==> src/rtl/alu_mdu.sv <==
// alu_mdu: handshaked XLEN-bit integer ALU with an optional iterative multiply/divide unit.
// Define ALU_MDU_MULDIV_EN to build the mul/div datapath; otherwise opcodes 0x10-0x17 return 0.
module alu_mdu #(
    parameter int unsigned  XLEN = 32,
    localparam int unsigned SHW  = $clog2(XLEN)
) (
    input  logic            clk,
    input  logic            rst_n,
    input  logic            in_valid,
    output logic            in_ready,
    input  logic [4:0]      in_op,
    input  logic [XLEN-1:0] in_a,
    input  logic [XLEN-1:0] in_b,
    input  logic            kill,
    output logic            out_valid,
    input  logic            out_ready,
    output logic [XLEN-1:0] out_result,
    output logic            busy
);
    typedef enum logic [1:0] {StIdle, StBusy, StDone} state_e;

    state_e          r_state, w_state_nxt;
    logic [XLEN-1:0] r_result;
    logic [XLEN-1:0] w_alu;
    logic [SHW-1:0]  w_shamt;
    logic            w_hs, w_is_md, w_md_done;
    logic [XLEN-1:0] w_md_res;

    assign w_hs    = in_valid & in_ready & ~kill;
    assign w_shamt = in_b[SHW-1:0];

    always_comb begin
        w_alu = '0;
        case (in_op)
            5'h00:   w_alu = in_a + in_b;
            5'h01:   w_alu = in_a - in_b;
            5'h02:   w_alu = in_a & in_b;
            5'h03:   w_alu = in_a | in_b;
            5'h04:   w_alu = in_a ^ in_b;
            5'h05:   w_alu = in_a << w_shamt;
            5'h06:   w_alu = {{(XLEN-1){1'b0}}, $signed(in_a) < $signed(in_b)};
            5'h07:   w_alu = {{(XLEN-1){1'b0}}, in_a < in_b};
            5'h08:   w_alu = in_a >> w_shamt;
            5'h09:   w_alu = $unsigned($signed(in_a) >>> w_shamt);
            default: w_alu = '0;
        endcase
    end

`ifdef ALU_MDU_MULDIV_EN
    logic [XLEN-1:0]   r_a, r_b, r_acc;
    logic [SHW-1:0]    r_cnt;
    logic [2:0]        r_op;
    logic              r_negq, r_negr;
    logic              w_a_sgn, w_b_sgn;
    logic [XLEN-1:0]   w_a_mag, w_b_mag, w_acc_nxt, w_b_nxt;
    logic [XLEN:0]     w_sum, w_rsh, w_diff;
    logic [2*XLEN-1:0] w_prod;

    assign w_is_md   = (in_op[4:3] == 2'b10);
    assign w_md_done = (r_state == StBusy) && (r_cnt == SHW'(XLEN-1));
    // Signed operands: mulh/mulhsu take signed a, mulh signed b; div/rem take both signed.
    assign w_a_sgn   = in_a[XLEN-1] & (in_op[2] ? ~in_op[0] : (in_op[1] ^ in_op[0]));
    assign w_b_sgn   = in_b[XLEN-1] & (in_op[2] ? ~in_op[0] : (in_op[1:0] == 2'b01));
    assign w_a_mag   = w_a_sgn ? ('0 - in_a) : in_a;
    assign w_b_mag   = w_b_sgn ? ('0 - in_b) : in_b;

    // One iteration: shift-add multiply into {acc, b}, or restoring divide with quotient in b.
    always_comb begin
        w_sum  = {1'b0, r_acc} + (r_b[0] ? {1'b0, r_a} : '0);
        w_rsh  = {r_acc, r_b[XLEN-1]};
        w_diff = w_rsh - {1'b0, r_a};
        if (!r_op[2]) begin
            w_acc_nxt = w_sum[XLEN:1];
            w_b_nxt   = {w_sum[0], r_b[XLEN-1:1]};
        end else if (!w_diff[XLEN]) begin
            w_acc_nxt = w_diff[XLEN-1:0];
            w_b_nxt   = {r_b[XLEN-2:0], 1'b1};
        end else begin
            w_acc_nxt = w_rsh[XLEN-1:0];
            w_b_nxt   = {r_b[XLEN-2:0], 1'b0};
        end
        w_prod = {w_acc_nxt, w_b_nxt};
        if (r_negq) w_prod = '0 - w_prod;
        w_md_res = '0;
        case (r_op)
            3'd0:             w_md_res = w_prod[XLEN-1:0];
            3'd1, 3'd2, 3'd3: w_md_res = w_prod[2*XLEN-1:XLEN];
            3'd4, 3'd5:       w_md_res = r_negq ? ('0 - w_b_nxt) : w_b_nxt;
            default:          w_md_res = r_negr ? ('0 - w_acc_nxt) : w_acc_nxt;
        endcase
    end

    always_ff @(posedge clk or negedge rst_n) begin
        if (!rst_n) begin
            r_a    <= '0;
            r_b    <= '0;
            r_acc  <= '0;
            r_cnt  <= '0;
            r_op   <= '0;
            r_negq <= 1'b0;
            r_negr <= 1'b0;
        end else if (w_hs && w_is_md) begin
            r_a    <= in_op[2] ? w_b_mag : w_a_mag;
            r_b    <= in_op[2] ? w_a_mag : w_b_mag;
            r_acc  <= '0;
            r_cnt  <= '0;
            r_op   <= in_op[2:0];
            // Divide by zero keeps an unsigned all-ones quotient.
            r_negq <= (w_a_sgn ^ w_b_sgn) & (~in_op[2] | (|in_b));
            r_negr <= w_a_sgn;
        end else if (r_state == StBusy) begin
            r_acc <= w_acc_nxt;
            r_b   <= w_b_nxt;
            r_cnt <= r_cnt + 1'b1;
        end
    end

    assign busy = (r_state == StBusy);
`else
    assign w_is_md   = 1'b0;
    assign w_md_done = 1'b0;
    assign w_md_res  = '0;
    assign busy      = 1'b0;
`endif

    always_ff @(posedge clk or negedge rst_n) begin
        if (!rst_n) begin
            r_result <= '0;
        end else if (w_hs && !w_is_md) begin
            r_result <= w_alu;
        end else if (w_md_done) begin
            r_result <= w_md_res;
        end
    end

    always_ff @(posedge clk or negedge rst_n) begin
        if (!rst_n) r_state <= StIdle;
        else        r_state <= w_state_nxt;
    end

    always_comb begin
        w_state_nxt = r_state;
        if (kill) begin
            w_state_nxt = StIdle;
        end else begin
            unique case (r_state)
                StIdle, StDone: begin
                    if (w_hs)                                 w_state_nxt = w_is_md ? StBusy : StDone;
                    else if (r_state == StDone && out_ready) w_state_nxt = StIdle;
                end
                StBusy:  if (w_md_done) w_state_nxt = StDone;
                default: w_state_nxt = StIdle;
            endcase
        end
    end

    always_comb begin
        in_ready  = (r_state == StIdle) || ((r_state == StDone) && out_ready);
        out_valid = (r_state == StDone);
    end

    assign out_result = r_result;
endmodule

==> config.mk <==
export PLATFORM = sky130hd
export DESIGN_NAME = alu_mdu
export DESIGN_NICKNAME = d
export VERILOG_FILES = /design/src/rtl/alu_mdu.sv
export SDC_FILE = /design/constraint.sdc
export NUM_CORES = 1
export LEC_CHECK = 0
export BUFFER_PORTS_ARGS = -buffer_cell sky130_fd_sc_hd__buf_2
export CORE_UTILIZATION = 40
export DETAILED_ROUTE_END_ITERATION = 8
export PLACE_DENSITY = 0.66
export SYNTH_ARGS = -nofsm -noshare
export SYNTH_HDL_FRONTEND = slang
export SYNTH_SLANG_ARGS = --single-unit
==> constraint.sdc <==
create_clock -name clk -period 1.95 [get_ports clk]
set_input_delay 0.585 -clock clk [delete_from_list [all_inputs] [get_ports clk]]
set_output_delay 0.585 -clock clk [all_outputs]
set_load 0.03 [all_outputs]
==> impl_summary.log <==
[metrics] status: finished, violations left
[metrics] violations in the final reports: negative setup slack
[metrics] number of cells produced by synthesis: ~1300
[metrics] via density per instance: 6.30
[metrics] final-report hold violation count: 0
[metrics] syn nets: 1500
[metrics] clk buf depth: 2
[metrics] reported leakage power: approximately 7.4 nW
[metrics] area of the multi-input gates: approximately 0.0091 mm2
[metrics] Buffers on Ports: approximately 110
[metrics] Residual DRC: 0
[metrics] launching element of the worst setup path: in_a[0]
[metrics] FP Rows: 57
[metrics] number of global-route vias before repair: 12700
[metrics] htree depth: 2
[metrics] effective utilization at floorplan: about two fifths
[metrics] unique cell type count in the Yosys netlist: roughly 80
[metrics] Util after Layout: 65.5%
[metrics] total via count in the routed design: around 14000
[metrics] final setup violation count: 32
[metrics] launch point of the worst reg-to-reg path: r_state[1]
[metrics] worst max-slew margin expressed relative to the limit: around two fifths
[metrics] class of the most critical setup path: input port to register
[metrics] Die Outline Area: about 0.025 mm2
[metrics] cell area power density: slightly below 400 mW/mm2
[metrics] Total Negative Setup Slacks: -31.86 ns
[metrics] flip-flop cell with the highest count after synthesis: dfrtp_1
[metrics] clock period minus final worst setup slack: 3.44 ns
[metrics] Synth Warn #: 0
[metrics] DRT iter0 DRCs: 1769
[metrics] critical path endpoint category: register
[metrics] Final Worst Setup Slack: -1.49 ns
[metrics] number of enable flip-flop cells after synthesis: 0
[metrics] total congestion overflow: 0
[metrics] final weighted congestion in routability-driven placement: ~1.0
[metrics] share of synthesized registers carrying an async set or reset: 100%
[metrics] Data arrival, critical path: 3.60 ns
[metrics] total placed cells including tap cells: 2121
[metrics] cell area after placement: between 0.01 and 0.015 mm2
[metrics] Storage cell area: between 800 and 900 um2
[metrics] gr usage total: roughly 40%
[metrics] Detail Route Antenna Nets: 0
[metrics] CTS tree: yes
[metrics] DRT Wirelength: 52900 um
[metrics] # IOs: between 100 and 150
[metrics] flip-flop and latch count after synthesis: 33
[metrics] Post-CTS Hold Fix Bufs: 0
[metrics] minimum setup slack after placement: -2.06 ns
[metrics] portion of the post-synthesis area used by sequential elements: roughly 8.4%
[metrics] fill cell total of the finished layout: 2080
[metrics] global-route wire length before repair: approximately 76000 um
[metrics] area grow syn2layout: 60.8%
[metrics] area of the core: roughly 0.024 mm2
[metrics] max-slew violation count: 0
[metrics] synthesized area per cell: ~7.4 um2
[metrics] first-pass detailed-route iteration total: 6
[metrics] number of nets in the finished design: 2045
[metrics] Cell Area, Synth: 0.00987 mm2
[metrics] number of antenna cells inserted: 0
[metrics] initial antenna violation count: 0
[metrics] chip height: ~160 um
[metrics] clock latency reported for the late side of the worst-skew pair: roughly 0.29 ns
[metrics] cell at the root of the clock tree: clkbuf_16
[metrics] final instance count without filler cells: approximately 2200
[metrics] Min-Delay Path Class: input port to async pin
[metrics] pin count of the biggest net entering global routing: 72
[metrics] max frequency: slightly below 300 MHz
[metrics] startpoint type of the worst setup path: input port
[metrics] RSZ-0062 raised after global routing: true
[metrics] clock transition at the register clock pins on the worst setup and hold paths after CTS: 0.07 ns
[metrics] Non-Filler Cell Area, Final: around 0.016 mm2
[metrics] number of max-capacitance violations reported: 0
[metrics] Worst EP required: between 2 and 2.5 ns
[metrics] worst-margin pin slew: a little under 0.9 ns
[metrics] post-route fraction of the period consumed by the critical path: 176%
[metrics] Final Skew: 0.00780 ns
[metrics] maximum fanout along the worst path: 3
[metrics] clock sink count: 33
[metrics] number of clock buffers inserted by TritonCTS: 5
[metrics] die span in x: ~160 um
[metrics] fraction of layout instances using a drive strength above 1: a little under half
[metrics] HPWL after detailed placement: between 30000 and 40000 um
[metrics] Max VDD drop: 376 uV
[metrics] detailed-route wire length per cell: about 24 um
cell families after synthesis:
logic type / count (synthesis) / synth area share, %
DFF: 33 / 8.36
other: 1 / 0.0380
and+or+nand+nor: 411 / 19.3
xor gates and xnor gates: 6 / 0.532
muxes: 102 / 18.2
AOI/OAI and AO/OA: 467 / 32.5
buffers and inverters: 208 / 8.40
adders and majority gates: 99 / 12.7
layout make-up:
| cell class | instances | share of cell area, % |
|---|---|---|
| Clock inverter | 3 | 0.292 |
| Inverter | 96 | 2.40 |
| Tap cell | 324 | 2.55 |
| Multi-Input combinational cell | 1086 | 57.0 |
| Clock buffer | 5 | 0.788 |
| Sequential cell | 33 | 5.20 |
| Timing Repair Buffer | 650 | 31.7 |
Yosys cell counts, drive strengths merged, types with 11 or more instances:
library cell	count	area, um2
o21a	11	82.6
inv	96	360
clkbuf	83	312
nand2b	14	87.6
buf	29	158
a211oi	23	173
nor4	14	93.8
a221oi	41	394
nor2	162	608
ha	97	1210
dfrtp	33	826
nor3	35	175
mux2i	32	320
nand4	11	68.8
a21oi	112	561
a22oi	21	158
nand3	27	135
nand2	93	349
o21ai	96	480
o2111ai	11	96.3
o221ai	12	105
a21o	17	128
a31oi	11	75.1
mux4	61	1370
o211ai	24	180
or3	14	87.6
timing repair:
item,CTS,global route
setup buffers,36,29
resized for setup,130,83
pin swaps,57,49
gates cloned,5,2
setup endpoints to repair,32,32
power by group:
| group | internal [mW] | leakage, nW | switching, mW | total, mW |
|---|---|---|---|---|
| registers | 0.730 | 0.452 | 0.0263 | 0.756 |
| logic | 2.03 | 6.87 | 2.37 | 4.40 |
| clock network | 0.606 | 0.0800 | 0.360 | 0.966 |
per-layer routing:
layer | up-vias | GRT usage [%] | part of all wire [%]
li1 | 6110 | - | -
met1 | 6549 | 56.9 | 41
met2 | 1027 | 58.4 | 43
met3 | 145 | 7.84 | 12
met4 | 0 | 13.2 | 3.8
met5 | - | 0 | 0
worst paths after layout:
kind,slack [ns],depth (start not counted),to
setup / recovery,-1.49,13,out_result[28]
max in group asynchronous,1.27,2,out_result[18]
setup reg to reg,-0.25,9,out_result[26]
min in group clk,0.46,2,r_state[1]
hold reg to reg,0.47,1,out_result[4]
hold / removal,0.34,2,out_result[2]
critical path: stages:
cell and delay (ns):
buf_8 0.08, inv_4 0.03, ha_4 0.15, fa_2 0.37, or2_4 0.26, a221oi_4 0.37, o311ai_4 0.16, a2111o_1 0.46
a21bo_4 0.26, a221oi_4 0.35, mux2_4 0.33, nor3_2 0.10, a32oi_1 0.10
flip-flops by register name, summed over array words and instances, names as in the netlist:
| signal | count |
|---|---|
| out_result | 32 |
| r_state | 1 |
stage by stage:
step                total power, mW  hold WS (ns)
floorplan                      2.70         0.289
global route                   6.36         0.370
finish                         6.12         0.338
global placement               4.43         0.455
detailed placement             4.46         0.461
CTS                            5.75         0.354
layout by cell type, fill, tap and decap left out, drive strengths merged, types with 6 or more instances in the layout:
cell type / Yosys / layout
nor4: 14 / 14
o31ai: 10 / 10
o211ai: 24 / 24
nor3: 35 / 35
a21o: 17 / 17
clkbuf: 83 / 7
o221ai: 12 / 12
o21ai: 96 / 96
mux4: 61 / 61
or3: 14 / 14
o21a: 11 / 11
a31oi: 11 / 11
mux2i: 32 / 32
nand3: 27 / 27
mux2: 9 / 9
nor2: 162 / 162
ha: 97 / 97
o2111ai: 11 / 11
nor2b: 10 / 10
buf: 29 / 648
a211oi: 23 / 23
nand4: 11 / 11
a221oi: 41 / 41
a21oi: 112 / 112
a22o: 10 / 10
a22oi: 21 / 21
a221o: 8 / 8
inv: 96 / 96
nand2: 93 / 93
and2: 6 / 6
nand2b: 14 / 14
o21bai: 10 / 10
dfrtp: 33 / 33
Power figures use the tool's default switching activity.
